===== src/rtl/code_entry_controller.sv =====
// ---------------------------------------------------------------------------
// code_entry_controller
//
// Runs one passcode attempt: arms the button receiver, waits for four
// presses, compares them digit-serially against the secret code and reports
// unlock/deny.
//
// In the default build the comparison stops at the first mismatch, and every
// digit takes DIGIT_DELAY_CYCLES cycles. The time spent checking therefore
// reveals how many leading digits were correct.
//
// MAX_FAILS consecutive failures put the block into a timed lockout.
//
// Build option:
//   CONSTANT_TIME_COMPARE_EN - when defined, all four digits are always
//   compared. match_count then reports the total number of matching digits.
//   The verdict is issued after digit 3.
//
// Ports:
//   clk          system clock
//   reset_n      asynchronous active-low reset
//   start        one-cycle request for a new attempt (honoured in IDLE only)
//   code[7:0]    secret code, digit i = code[2i+1:2i]
//   rx_done      receiver has collected four presses
//   rx_btns[7:0] receiver presses, press i = rx_btns[2i+1:2i]
//   rx_restart   one-cycle pulse clearing the receiver
//   busy         high in every state except IDLE
//   unlocked     last attempt matched
//   denied       last attempt failed (held through lockout)
//   locked_out   high while in lockout
//   match_count  digits matched in the last check
//   fail_count   consecutive failed attempts
// ---------------------------------------------------------------------------
module code_entry_controller #(
    parameter int unsigned DIGIT_DELAY_CYCLES = 25_000_000,
    parameter int unsigned MAX_FAILS          = 3,
    parameter int unsigned LOCKOUT_CYCLES     = 500_000_000
) (
    input  logic       clk,
    input  logic       reset_n,
    input  logic       start,
    input  logic [7:0] code,
    input  logic       rx_done,
    input  logic [7:0] rx_btns,
    output logic       rx_restart,
    output logic       busy,
    output logic       unlocked,
    output logic       denied,
    output logic       locked_out,
    output logic [2:0] match_count,
    output logic [3:0] fail_count
);

    localparam int unsigned DelayW = (DIGIT_DELAY_CYCLES > 1) ? $clog2(DIGIT_DELAY_CYCLES) : 1;
    localparam int unsigned LockW  = (LOCKOUT_CYCLES > 1) ? $clog2(LOCKOUT_CYCLES) : 1;
    localparam logic [DelayW-1:0] DelayLast = DelayW'(DIGIT_DELAY_CYCLES - 1);
    localparam logic [LockW-1:0]  LockLast  = LockW'(LOCKOUT_CYCLES - 1);
    localparam logic [3:0]        MaxFails  = 4'(MAX_FAILS);

    typedef enum logic [2:0] {
        StIdle,
        StArm,
        StCollect,
        StCheck,
        StLockout
    } state_e;

    state_e            state_q, state_d;
    logic [7:0]        code_q, code_d;
    logic [7:0]        entry_q, entry_d;
    logic [1:0]        digit_q, digit_d;
    logic [DelayW-1:0] delay_q, delay_d;
    logic [LockW-1:0]  lock_q, lock_d;
    logic              unlocked_q, unlocked_d;
    logic              denied_q, denied_d;
    logic [2:0]        match_q, match_d;
    logic [3:0]        fail_q, fail_d;

    logic              digit_ok;
    logic              verdict_pass;
    logic              verdict_fail;
    logic [3:0]        fail_inc;
`ifdef CONSTANT_TIME_COMPARE_EN
    logic [2:0]        match_acc;
`endif

    // The reserved value 2'b11 never matches, on either side.
    function automatic logic digit_match(input logic [7:0] a, input logic [7:0] b,
                                         input logic [1:0] k);
        logic [1:0] da;
        logic [1:0] db;
        da = a[{k, 1'b0} +: 2];
        db = b[{k, 1'b0} +: 2];
        return (da == db) && (da != 2'b11) && (db != 2'b11);
    endfunction

    always_ff @(posedge clk or negedge reset_n) begin
        if (!reset_n) begin
            state_q    <= StIdle;
            code_q     <= '0;
            entry_q    <= '0;
            digit_q    <= '0;
            delay_q    <= '0;
            lock_q     <= '0;
            unlocked_q <= 1'b0;
            denied_q   <= 1'b0;
            match_q    <= '0;
            fail_q     <= '0;
        end else begin
            state_q    <= state_d;
            code_q     <= code_d;
            entry_q    <= entry_d;
            digit_q    <= digit_d;
            delay_q    <= delay_d;
            lock_q     <= lock_d;
            unlocked_q <= unlocked_d;
            denied_q   <= denied_d;
            match_q    <= match_d;
            fail_q     <= fail_d;
        end
    end

    always_comb begin
        state_d      = state_q;
        code_d       = code_q;
        entry_d      = entry_q;
        digit_d      = digit_q;
        delay_d      = delay_q;
        lock_d       = lock_q;
        unlocked_d   = unlocked_q;
        denied_d     = denied_q;
        match_d      = match_q;
        fail_d       = fail_q;
        verdict_pass = 1'b0;
        verdict_fail = 1'b0;
        digit_ok     = digit_match(entry_q, code_q, digit_q);
        fail_inc     = fail_q + 4'd1;
`ifdef CONSTANT_TIME_COMPARE_EN
        match_acc    = match_q + {2'b00, digit_ok};
`endif

        unique case (state_q)
            StIdle: begin
                if (start) begin
                    state_d    = StArm;
                    code_d     = code;
                    unlocked_d = 1'b0;
                    denied_d   = 1'b0;
                    match_d    = '0;
                end
            end

            StArm: begin
                state_d = StCollect;
            end

            StCollect: begin
                if (rx_done) begin
                    entry_d = rx_btns;
                    digit_d = '0;
                    delay_d = '0;
                    state_d = StCheck;
                end
            end

            StCheck: begin
                if (delay_q == DelayLast) begin
                    delay_d = '0;
`ifdef CONSTANT_TIME_COMPARE_EN
                    // match_q was cleared on start, so it accumulates the total here.
                    match_d = match_acc;
                    if (digit_q != 2'd3) begin
                        digit_d = digit_q + 2'd1;
                    end else if (match_acc == 3'd4) begin
                        verdict_pass = 1'b1;
                    end else begin
                        verdict_fail = 1'b1;
                    end
`else
                    if (digit_ok) begin
                        if (digit_q == 2'd3) begin
                            verdict_pass = 1'b1;
                        end else begin
                            match_d = {1'b0, digit_q} + 3'd1;
                            digit_d = digit_q + 2'd1;
                        end
                    end else begin
                        match_d      = {1'b0, digit_q};
                        verdict_fail = 1'b1;
                    end
`endif
                end else begin
                    delay_d = delay_q + 1'b1;
                end

                if (verdict_pass) begin
                    match_d    = 3'd4;
                    unlocked_d = 1'b1;
                    fail_d     = '0;
                    state_d    = StIdle;
                end
                if (verdict_fail) begin
                    denied_d = 1'b1;
                    fail_d   = fail_inc;
                    lock_d   = '0;
                    state_d  = (fail_inc == MaxFails) ? StLockout : StIdle;
                end
            end

            StLockout: begin
                if (lock_q == LockLast) begin
                    fail_d   = '0;
                    denied_d = 1'b0;
                    state_d  = StIdle;
                end else begin
                    lock_d = lock_q + 1'b1;
                end
            end

            default: begin
                state_d = StIdle;
            end
        endcase
    end

    assign rx_restart  = (state_q == StArm);
    assign busy        = (state_q != StIdle);
    assign locked_out  = (state_q == StLockout);
    assign unlocked    = unlocked_q;
    assign denied      = denied_q;
    assign match_count = match_q;
    assign fail_count  = fail_q;

endmodule


===== config.mk =====
export PLATFORM = sky130hd
export DESIGN_NAME = code_entry_controller
export DESIGN_NICKNAME = d
export VERILOG_FILES = /design/src/rtl/code_entry_controller.sv
export SDC_FILE = /design/constraint.sdc
export NUM_CORES = 1
export LEC_CHECK = 0
export BUFFER_PORTS_ARGS = -buffer_cell sky130_fd_sc_hd__buf_4
export CAP_MARGIN = 15
export CELL_PAD_IN_SITES_DETAIL_PLACEMENT = 1
export CELL_PAD_IN_SITES_GLOBAL_PLACEMENT = 1
export CORE_UTILIZATION = 50
export DETAILED_ROUTE_END_ITERATION = 8
export MAX_ROUTING_LAYER = met4
export PLACE_DENSITY_LB_ADDON = 0.1
export SYNTH_ARGS = -nofsm -noshare
export SYNTH_HDL_FRONTEND = slang
export SYNTH_SLANG_ARGS = --single-unit

===== constraint.sdc =====
create_clock -name clk -period 3.1 [get_ports clk]
set_input_delay 0.155 -clock clk [delete_from_list [all_inputs] [get_ports clk]]
set_output_delay 0.155 -clock clk [all_outputs]
set_load 0.01 [all_outputs]

==> metrics.cfg <==
[logic_synthesis]
synth_top_area_share_pct=46.9
synth-seq-cells=84
synthArstFlopShare_pct=100
syn_inst=492
synthesis.area_um2=4480
synth_edf_count=0
yosys.cell_types.count=50
synth_area_leader_cell=dfrtp_1
avgSynthCellArea_um2=9.11
synthFlopType=dfrtp_1
synth_warnings=0
syn_nets=517
ys_top_cells_by_area=dfrtp_1 47%, o21ai_0 8.3%, nand2_1 5.3%
ys_seq_area_share_pct=46.9

[cts]
cts_tree=yes
clkSinkCount=84
ctsHoldBuffers=7
clk_path_buf_depth=2
clk_pin_slew_ns=0.09
cts_resized=0
cts_max_level=3
clk_latency_ns=0.36
cts-root-buf=clkbuf_8
postCtsSetupBuffers=0
cts_buffers=9

[critical_path]
arrival_ns=2.82
crit_path_end_kind=flop
crit_start=delay_q[0]$_DFFE_PN0P_
critical_path_class=flop to flop
r2r_start=delay_q[0]$_DFFE_PN0P_
critical_path.max_fanout=15
start_kind=flop
required_ns=3.36

[floorplan]
start_util_pct=51.6
ioPinCount=32
die_h_um=96.7
fp.dieArea_um2=9350
core-area_um2=8680
rows=34
die_w_um=96.7

[cells_and_area]
n_fill_cell=1004
layout-drive-gt1-share_pct=14.0
final_cell_mix=84 x dfrtp_1, 74 x o21ai_0, 63 x nand2_1
final_core_util_pct=58.7
finalNonFillerCells=642
area_growth_pct=13.6
diodes=0
nets=555
final_common_cell=dfrtp_1

[sta]
fmax_mhz=392
finalMaxSlewViolations=0
finalHoldViolCount=0
min_period_ns=2.55
slew_headroom_pct=42.7
finalCritPeriodShare_pct=82.4
fin_skew_ns=0.0191
rsz0062_at_grt=no
setup_viol=0
fin_setup_tns_ns=0
tightest_slew_ns=0.859

[power_and_ir_drop]
power.leakage_uw=0.00221
ir_drop_mv=0.394
p_per_area_nw_per_um2=486

[route]
routed_wl_um=12300
wire_per_inst_um=19.2
drtAntennaViolNets=0
vias=4004
drc=0
dr.pass1.iters=4
vias_per_cell=6.24
drt_iter0_drc=140

[placement]
dp_hpwl_um=8250
numPlacedInstances=618
numPortBuffers=31
gp_congestion=0.839

[min_path]
hold_class=primary input to flop
hp-start=code[3]

[global_routing]
overflow=0
grt_start_max_net_pins=85
grt_pass1_wl_um=20900
grt.total_usage_pct=28.2
grt_pass1_vias=4243
antenna_found_initial=0

[run]
maxCapViolations=0

[status]
outcome=finished, final reports clean

[sequential cells by signal (all words and copies together), names as in the netlist]
| signal | cells |
|---|---|
| code_q | 8 |
| delay_q | 25 |
| denied | 1 |
| digit_q | 2 |
| entry_q | 8 |
| fail_count | 4 |
| lock_q | 29 |
| match_count | 3 |
| state_q | 3 |
| unlocked | 1 |
[per-stage QoR]
step                hold slack (ns)  setup WS, ns  total power [uW]  area [um2]
global placement              0.345         0.606              1730        4820
detailed placement            0.355         0.538              1770        4820
finish                       0.0126         0.546              2470        5090
CTS                        0.000274         0.519              2470        5050
global route                 0.0199         0.262              2590        5090
floorplan                    -0.141         0.962              1630        4480
[path summary, 6_finish.rpt]
check                                          end  slack (ns)  depth (start not counted)
max in group asynchronous  delay_q[11]$_DFFE_PN0P_        2.28                          3
setup / recovery           delay_q[19]$_DFFE_PN0P_        0.55                          7
min in group asynchronous   lock_q[17]$_DFFE_PN0P_        0.18                          2
hold reg to reg            delay_q[22]$_DFFE_PN0P_        0.49                          1
setup reg to reg           delay_q[19]$_DFFE_PN0P_        0.55                          7
hold / removal               code_q[3]$_DFFE_PN0P_        0.01                          3
[cell usage after synthesis (all sizes together), types with 4 or more instances]
library cell,count
a21oi,15
and2,6
clkbuf,14
xor2,8
ha,5
nand4,25
nand3,24
a31oi,16
and3,13
nand2,63
nor2,40
mux2,9
inv,8
nor4,5
mux4,4
buf,9
and4,5
nor3,10
o21ai,75
dfrtp,84
o31ai,10
[worst max-delay path, cell delays in order (launching register included)]
cell	delay [ns]
dfrtp_1	0.43
ha_1	0.27
and4_1	0.25
and4b_1	0.23
nand3_1	0.18
and2_0	0.72
nand3_1	0.18
o31ai_1	0.21
[cells by family after synthesis]
logic type / Yosys count / synth area share (%)
XOR/XNOR: 10 / 1.95
flip-flops: 84 / 46.9
AO/OA/AOI/OAI: 134 / 17.6
adder cells (fa/ha/maj): 5 / 1.40
AND/OR/NAND/NOR: 213 / 24.3
buffers and inverters: 31 / 3.10
multiplexers: 15 / 4.72
[power breakdown]
group | switching, uW | total (uW) | internal (uW)
clock network | 421 | 711 | 290
registers | 106 | 1290 | 1180
logic | 243 | 471 | 228
[layout make-up]
| class | instances | area (um2) | area share, % |
|---|---|---|---|
| clock buffer | 10 | 128 | 2.51 |
| inverter | 8 | 30.0 | 0.590 |
| sequential | 84 | 2100 | 41.3 |
| clock inverter | 5 | 38.8 | 0.762 |
| multi-input combinational | 377 | 2240 | 44.0 |
| tap | 108 | 135 | 2.65 |
| timing repair buffer | 50 | 415 | 8.16 |
[per-layer routing]
metal / wire [um] / vias up / GRT usage, %
met5: 0 / - / -
met4: 240 / 0 / 11.3
met3: 326 / 24 / 3.68
met2: 6330 / 77 / 47.4
met1: 5410 / 2005 / 34.5
li1: - / 1898 / -
Note: power is estimated with default switching activity, not from simulation.
